[src/rtl/game_pkg.sv]
// Shared encodings and widths for the game session controller and its helpers.
package game_pkg;

    localparam int LIVES_W = 4;
    localparam int CNT_W   = 4;

    localparam logic [2:0] ST_IDLE  = 3'd0;
    localparam logic [2:0] ST_COUNT = 3'd1;
    localparam logic [2:0] ST_PLAY  = 3'd2;
    localparam logic [2:0] ST_PAUSE = 3'd3;
    localparam logic [2:0] ST_OVER  = 3'd4;
    localparam logic [2:0] ST_WIN   = 3'd5;

    typedef enum logic [2:0] {
        S_IDLE  = ST_IDLE,
        S_COUNT = ST_COUNT,
        S_PLAY  = ST_PLAY,
        S_PAUSE = ST_PAUSE,
        S_OVER  = ST_OVER,
        S_WIN   = ST_WIN
    } state_t;

endpackage

[src/rtl/game_session_ctrl_sat_counter.sv]
// Saturating up-counter with synchronous clear; sat is high while the count is all-ones.
module sat_counter #(
    parameter int WIDTH = 8
) (
    input  logic             clk,
    input  logic             rst,
    input  logic             inc,
    input  logic             clr,
    output logic [WIDTH-1:0] count,
    output logic             sat
);

    assign sat = &count;

    // Count register: clear has priority, increments stop at all-ones.
    always_ff @(posedge clk) begin
        if (rst) begin
            count <= '0;
        end else if (clr) begin
            count <= '0;
        end else if (inc && !sat) begin
            count <= count + WIDTH'(1);
        end else begin
            count <= count;
        end
    end

endmodule

[src/rtl/game_session_ctrl.sv]
// Game session controller: song select, beat countdown, play gating, pause,
// lives/combo bookkeeping and win/game-over decision.
module game_session_ctrl #(
    parameter int NUM_SONGS = 4,
    parameter int SONG_W    = 2,
    parameter int LIVES     = 3,
    parameter int COUNTDOWN = 4,
    parameter int COMBO_W   = 8
) (
    input  logic                 clk,
    input  logic                 rst,
    input  logic                 beat_tick,
    input  logic                 btn_start,
    input  logic                 btn_pause,
    input  logic [NUM_SONGS-1:0] sel_pulse,
    input  logic                 hit,
    input  logic                 miss,
    input  logic                 song_done,
    output logic [SONG_W-1:0]    song,
    output logic                 play_en,
    output logic                 gen_clr,
    output logic [2:0]           state,
    output logic [3:0]           lives,
    output logic [3:0]           cnt_left,
    output logic [COMBO_W-1:0]   combo,
    output logic [COMBO_W-1:0]   best_combo,
    output logic [NUM_SONGS-1:0] led
);
    import game_pkg::*;

    function automatic logic [SONG_W-1:0] lowest_idx(input logic [NUM_SONGS-1:0] v);
        logic [SONG_W-1:0] idx;
        idx = '0;
        for (int i = NUM_SONGS - 1; i >= 0; i--) begin
            if (v[i]) begin
                idx = SONG_W'(i);
            end else begin
                idx = idx;
            end
        end
        return idx;
    endfunction

    state_t               cur;
    state_t               nxt;
    logic [SONG_W-1:0]    song_nxt;
    logic [LIVES_W-1:0]   lives_nxt;
    logic [CNT_W-1:0]     cnt_nxt;
    logic [COMBO_W-1:0]   best_nxt;
    logic [COMBO_W-1:0]   combo_up;
    logic                 gen_clr_nxt;
    logic                 combo_inc;
    logic                 combo_clr;
    logic                 combo_sat;

    assign state    = cur;
    assign combo_up = combo_sat ? combo : combo + COMBO_W'(1);

    sat_counter #(.WIDTH(COMBO_W)) u_combo (
        .clk   (clk),
        .rst   (rst),
        .inc   (combo_inc),
        .clr   (combo_clr),
        .count (combo),
        .sat   (combo_sat)
    );

    // Next-state and next-value decode for every session register.
    always_comb begin
        nxt         = cur;
        song_nxt    = song;
        lives_nxt   = lives;
        cnt_nxt     = cnt_left;
        best_nxt    = best_combo;
        gen_clr_nxt = 1'b0;
        combo_inc   = 1'b0;
        combo_clr   = 1'b0;
        case (cur)
            S_IDLE, S_OVER, S_WIN: begin
                if (|sel_pulse) begin
                    song_nxt = lowest_idx(sel_pulse);
                end else begin
                    song_nxt = song;
                end
                if (btn_start) begin
                    nxt         = S_COUNT;
                    lives_nxt   = LIVES_W'(LIVES);
                    cnt_nxt     = CNT_W'(COUNTDOWN);
                    best_nxt    = '0;
                    combo_clr   = 1'b1;
                    gen_clr_nxt = 1'b1;
                end else begin
                    nxt = cur;
                end
            end
            S_COUNT: begin
                if (btn_start) begin
                    cnt_nxt     = CNT_W'(COUNTDOWN);
                    gen_clr_nxt = 1'b1;
                end else if (beat_tick && (cnt_left != 4'd0)) begin
                    cnt_nxt = cnt_left - 4'd1;
                    nxt     = (cnt_left == 4'd1) ? S_PLAY : S_COUNT;
                end else begin
                    nxt = cur;
                end
            end
            S_PLAY: begin
                // A miss overrides a simultaneous hit.
                if (miss) begin
                    combo_clr = 1'b1;
                    lives_nxt = (lives != 4'd0) ? lives - 4'd1 : 4'd0;
                end else if (hit) begin
                    combo_inc = 1'b1;
                    best_nxt  = (combo_up > best_combo) ? combo_up : best_combo;
                end else begin
                    best_nxt = best_combo;
                end
                // Game over outranks win, which outranks pause.
                if (miss && (lives <= 4'd1)) begin
                    nxt = S_OVER;
                end else if (song_done) begin
                    nxt = S_WIN;
                end else if (btn_pause) begin
                    nxt = S_PAUSE;
                end else begin
                    nxt = cur;
                end
            end
            S_PAUSE: begin
                if (btn_start) begin
                    nxt       = S_IDLE;
                    combo_clr = 1'b1;
                end else if (btn_pause) begin
                    nxt = S_PLAY;
                end else begin
                    nxt = cur;
                end
            end
            default: begin
                nxt = S_IDLE;
            end
        endcase
    end

    // Session registers; every output is taken straight from a flop.
    always_ff @(posedge clk) begin
        if (rst) begin
            cur        <= S_IDLE;
            song       <= '0;
            led        <= NUM_SONGS'(1);
            play_en    <= 1'b0;
            gen_clr    <= 1'b0;
            lives      <= LIVES_W'(LIVES);
            cnt_left   <= '0;
            best_combo <= '0;
        end else begin
            cur        <= nxt;
            song       <= song_nxt;
            led        <= NUM_SONGS'(1) << song_nxt;
            play_en    <= (nxt == S_PLAY);
            gen_clr    <= gen_clr_nxt;
            lives      <= lives_nxt;
            cnt_left   <= cnt_nxt;
            best_combo <= best_nxt;
        end
    end

endmodule

[config.mk]
export PLATFORM = sky130hd
export DESIGN_NAME = game_session_ctrl
export DESIGN_NICKNAME = d
export VERILOG_FILES = /design/src/rtl/game_pkg.sv /design/src/rtl/game_session_ctrl_sat_counter.sv /design/src/rtl/game_session_ctrl.sv
export SDC_FILE = /design/constraint.sdc
export NUM_CORES = 1
export LEC_CHECK = 0
export CAP_MARGIN = 40
export CORE_MARGIN = 2
export CORE_UTILIZATION = 53
export DETAILED_ROUTE_END_ITERATION = 12
export PLACE_DENSITY = 0.84
export REMOVE_ABC_BUFFERS = 1
export SYNTH_ARGS = -nofsm -noshare
export SYNTH_HDL_FRONTEND = slang
export SYNTH_SLANG_ARGS = --single-unit
[constraint.sdc]
create_clock -name clk -period 9.2 [get_ports clk]
set_clock_uncertainty 0.2 [all_clocks]
set_input_delay 1.38 -clock clk [delete_from_list [all_inputs] [get_ports clk]]
set_output_delay 1.38 -clock clk [all_outputs]
set_load 0.05 [all_outputs]
; Yosys cells after proc, flatten, opt, wreduce, memory -nomap -nowiden
; Cells that the tools add are included.
; Widths: inputs -> output; s select.
[totals]
regBits = 35
in_bits = 12
out_inout_bits = 35
wordCells = 84
[op_classes]
add_sub_neg = 3
magnitude_cmp = 2
n_eq_ne = 13
n_shift = 1
n_mux = 36
n_bitwise = 1
n_reduce_logical = 19
[ops]
columns = cell, n
row1 = $mux 8, 5
row2 = $mux 3, 8
row3 = $mux 4, 6
row4 = $pmux 4 s2, 2
row5 = $pmux 8 s2, 1
row6 = $mux 2, 7
row7 = $pmux 3 s4, 1
row8 = $reduce_or 4->1, 3
row9 = $ne 2x2->1 const B, 5
row10 = $eq 3x2->1 const B, 3
row11 = $add 8x1->8 const B, 1
row12 = $gt 8x8->1, 1
row13 = $reduce_and 8->1, 1
row14 = $reduce_bool 4->1, 2
row15 = $sub 4x1->4 const B, 2
row16 = $eq 3x3->1 const B, 2
row17 = $reduce_and 3->1, 2
row18 = $mux 1, 5
row19 = $reduce_and 5->1, 1
row20 = $eq 4x1->1 const B, 1
row21 = $le 4x1->1 const B, 1
row22 = $reduce_bool 2->1, 2
row23 = $reduce_or 2->1, 2
row24 = $shl 1x2->4 const A, 1
row25 = other kinds (8), 10

; Depth between registers and ports, before layout
[depth]
word_depth = 7
ltp_mapped = 11
mapped_depth_nobuf = 10

; Hierarchy
; Synthesis repeated with hierarchy kept, for this count alone.
[hier_totals]
hier_cells = 244
area_unflattened_um2 = 2072.0
[modules_own_cells]
columns = module, n_inst, cells_each, area_per_inst_um2
row1 = game_session_ctrl, 1, 199, 1646.6
row2 = sat_counter, 1, 45, 425.4

; Worst setup path after synthesis
; No wires, ideal clock.
[synth_path]
path_type = register -> register
from = register u_combo.count[0]
to = register best_combo[0]
setup_ns = 0.127
t_arrival_ns = 3.042
required_time_ns = 8.873
path_slack_ns = 5.831
stages_incl_launch_ff = 11
path_cell_list = dfxtp_1 > ha_1 > clkbuf_1 > nand4_2 > mux2_2 > ha_1 > and3_1 > a221o_1 > a21oi_1 > nor2_4 > mux2i_1
[synth_between]
elab_chain_len = 6
word_cells_on_any_way = 10
[synth_rtl]
columns = element, line
row1 = start: declaration, game_session_ctrl_sat_counter.sv:9  ; output logic [WIDTH-1:0] count,
row2 = start signal: assignment, game_session_ctrl_sat_counter.sv:22  ; count <= count + WIDTH'(1);
row3 = start signal: assignment, game_session_ctrl_sat_counter.sv:24  ; count <= count;
row4 = $add 8x1->8 or $reduce_and 8->1 (tied branches), "game_session_ctrl.sv:57, game_session_ctrl_sat_counter.sv:13"
row5 = $mux 8 *, game_session_ctrl.sv:57  ; assign combo_up = combo_sat ? combo : combo + COMBO_W'(1);
row6 = branches (longest 4 deep; another with $gt 8x8->1), n/a
row7 = end signal: assignment, game_session_ctrl.sv:164  ; best_combo <= best_nxt;
row8 = end: declaration, game_session_ctrl.sv:26  ; output logic [COMBO_W-1:0] best_combo,
; Mark *: on every way between the ends. The select of a mux whose other input is x is not followed.
; A chain may end at the register's enable or synchronous reset.

; Worst setup path in the final report
[layout_path]
from = register cur[1], in the netlist state[1]
to = output port state[1]
[layout_rtl]
columns = element, line
row1 = start: declaration, game_session_ctrl.sv:44  ; state_t cur;
row2 = start signal: assignment, game_session_ctrl.sv:157  ; cur <= nxt;
row3 = end: declaration, game_session_ctrl.sv:22  ; output logic [2:0] state,
; No word-level cell between the ends.

==> flow_summary.ini <==
[run_status]
run_status = finished, final reports clean

[yosys]
synth-xor-area-share_pct = 3.952
ys_ff_latch = 35
synth.cells.most_frequent = 35 x dfxtp_1, 24 x nor2_1, 21 x nand2_1, 17 x a21oi_1
synth_compound_area_share_pct = 11.23
synth-async-reset-ratio_pct = 0
synthesis.yosys.warnings = 0
synth_top_family_by_area = simple AND/OR/NAND/NOR gates
synthesized_cell_area_um2 = 1994
synthesis.instances = 232
cell_types_occupying_the_most_area_after_synthesis = dfxtp_1 35%, ha_1 7.5%, mux2i_1 5.5%
yosysTopAreaCell = dfxtp_1
library_cell_with_the_highest_instance_count_after_synthesis = dfxtp_1
synth.distinct_cells = 45
post_synth.cell_area_avg_um2 = 8.597
post_synth_and_or_nand_nor_area_fraction_pct = 30.55
synth.mux.area_fraction_pct = 7.779
synth_top_area_share_pct = 35.13
edff_count_synth = 0
synth_adder_area_share_pct = 7.528
postSynth.topFlopCell = dfxtp_1
synth_seq_area_share_pct = 35.13

[worst_setup_path]
path_delay_family = buffers and inverters
chain_of_cells_forming_the_critical_path = clkdlybuf4s50_1
critPathRequiredTime_ns = 7.62
cp.buffers_inverters = 1
cp_max_fo = 13
slowest_stage = clkdlybuf4s50_1
worst_path_largest_cell_delay_ns = 0.89
rr_endpoint = best_combo[1]$_SDFFE_PP0P_
critical_path_arrival_ns = 1.80
setup.worst_path.class = reg2out
worst_setup_path_end_kind = output pin
timing.reg2reg.worst_path_depth = 9
timing.critical_path.from_type = register
r2r_setup_slack_ns = 6.06
regToRegStartpoint = u_combo.count[0]$_SDFFE_PP0P_

[hold_path]
hold_path_depth = 2
worstHoldPathType = reg2reg
holdPathEnd = best_combo[3]$_SDFFE_PP0P_
holdCritStartpoint = best_combo[3]$_SDFFE_PP0P_

[global_route]
grt_pass1_wl_um = 7100
initial_antenna_violation_count = 0
grtUsageMet3_pct = 4.966
groute.layer.met2.usage_pct = 36.61
via_count_of_the_first_global_routing_pass = 1581
grt_busiest_layer = met2
gr-total-overflow = 0
globalRouteMet1Util_pct = 26.61
global_route.usage.total_pct = 21.44
grt_max_degree = 26

[floorplanning]
initial_core_util_pct = 54.89
placementRows = 22
floorplan.die.width_um = 65.35
vertical_die_dimension_um = 65.35
total_die_area_um2 = 4270
ios = 47
core_um2 = 3633

[detailed_routing]
avgRoutedWirePerCell_um = 13.21
remaining_drc_errors = 0
num_vias = 1776
drtIter0Drc = 93
antenna_violating_nets_post_route = 0
dr.pass1.iters = 4
postRouteWirelength_um = 4293
detail_route.vias_per_cell = 5.465

[timing]
finalSetupViolations = 0
layout_min_cycle_time_ns = 3.377
timing.final.hold_violations = 0
rsz0062_at_grt = false
post-route-period-util_pct = 36.70
fin_setup_tns_ns = 0
achievable-frequency_mhz = 296.1
drv_slew = 0
worst_slew_pin_slew_ns = 0.8961
maxSlewHeadroom_pct = 39.80
setup_slack_ns = 5.823

[clocking]
cts.path.max_buffers = 2
post_cts.resized_instances = 0
cts_tree = built
clock-sinks = 35
post_cts_hold_buffer_count = 0
post_cts.repair.setup_buffers = 0
cts_inserted_buffers = 5
h_tree_depth = 2
clock_latency_ns = 0.28
ctsRootBufferMaster = clkbuf_8
worst_setup_hold_path_clk_slew_ns = 0.07

[power]
sw_frac_of_total_pct = 26.79
power_report.internal_total_w = 0.0002239
power-per-cell-area_nw_per_um2 = 119.8
pwr-share-clk_pct = 32.8
p_leak_nw = 0.9644
power.combinational.fraction_pct = 15.2
power.ir.vdd_worst_uv = 84.21
switching_power_w = 0.00008196
power.sequential.fraction_pct = 52.0

[cells_and_area]
syn_to_final_growth_pct = 27.98
n_fill_cell = 303
antennaDiodeCount = 0
fin_area_um2 = 2552
final_cell_count_no_fill = 325
number_of_nets_in_the_layout = 302
drive_above_1_share_pct = 5.776

[placement]
globalplace.congestion = 0.8032
portBuffers = 46
place.detailed.hpwl_um = 3148
place_area_um2 = 2480
dp_cells = 319
pre_cts_ws_ns = 5.490

[run]
timing.max_cap.violations = 0
==> layer usage <==
metal | part of all wire (%) | wire length [um]
met1 | 47 | 2031
met3 | 3.8 | 162
met5 | 0 | 0
met2 | 47 | 2031
met4 | 1.6 | 67
==> how the worst max path moves through the flow <==
stage	slack, ns	end	from	cells after the start
after floorplan	5.93	best_combo[0]$_SDFFE_PP0P_	u_combo.count[0]$_SDFFE_PP0P_	9
after global placement	5.55	best_combo[3]$_SDFFE_PP0P_	rst	4
after detailed placement	5.49	best_combo[7]$_SDFFE_PP0P_	rst	4
after CTS	5.79	best_combo[3]$_SDFFE_PP0P_	rst	4
after global routing	5.57	best_combo[7]$_SDFFE_PP0P_	rst	4
final	5.82	state[1]	state[1]$_SDFF_PP0_	1
==> stage by stage <==
stage	utilization, %	hold slack (ns)	total power [W]
6_report	70.25	0.2921	0.0003059
3_5_place_dp	68.25	0.2863	0.0002087
2_1_floorplan	-	0.5029	0.0001902
5_1_grt	70.25	0.3216	0.0003177
4_1_cts	70.25	0.2982	0.0003078
3_3_place_gp	68.25	0.2750	0.0002082
==> logic make-up (layout without fill, tap and decap cells) <==
family / after synthesis / in the layout
simple gates: 108 / 108
compound gates: 35 / 35
flops: 35 / 35
buf+inv: 18 / 63
mux: 15 / 15
fa+ha+maj: 12 / 12
xor+xnor: 9 / 9
==> layout make-up <==
| class | instances | area, um^2 | share of cell area [%] |
|---|---|---|---|
| Timing Repair Buffer | 46 | 460.4 | 18.04 |
| Multi-Input combinational cell | 179 | 1217 | 47.70 |
| Inverter | 11 | 41.29 | 1.618 |
| Sequential cell | 35 | 700.7 | 27.45 |
| Clock buffer | 6 | 72.57 | 2.843 |
| Tap cell | 48 | 60.06 | 2.353 |
==> flip-flops by register name (all words and copies together), names as in the netlist <==
name           flops
gen_clr            1
led                4
state              3
song               2
lives              4
cnt_left           4
u_combo.count      8
play_en            1
best_combo         8
==> power by group through the flow <==
stage / registers (W) / clock network, W / logic, W
3_3_place_gp: 0.000162 / 0 / 0.0000459
3_5_place_dp: 0.000162 / 0 / 0.0000464
6_report: 0.000159 / 0.000100 / 0.0000465
4_1_cts: 0.000159 / 0.000102 / 0.0000466
5_1_grt: 0.000159 / 0.000109 / 0.0000493
2_1_floorplan: 0.000174 / 0 / 0.0000159
==> placed cells by master (no fill, tap or decap), types with 3 or more instances in the layout <==
| cell type | instances |
|---|---|
| mux2_2 | 4 |
| xor2_1 | 6 |
| clkbuf_8 | 5 |
| dfxtp_1 | 35 |
| and3_1 | 3 |
| nand3_1 | 10 |
| a21oi_1 | 17 |
| xnor2_1 | 3 |
| inv_1 | 11 |
| nor3b_1 | 4 |
| or3_1 | 3 |
| o21ai_0 | 4 |
| nor3_1 | 8 |
| and4_1 | 4 |
| nand2_1 | 21 |
| nor2b_1 | 3 |
| ha_1 | 12 |
| clkdlybuf4s50_1 | 46 |
| and2_1 | 4 |
| nand2b_1 | 12 |
| mux2i_1 | 11 |
| nor2_1 | 24 |
Power figures use the tool's default switching activity.
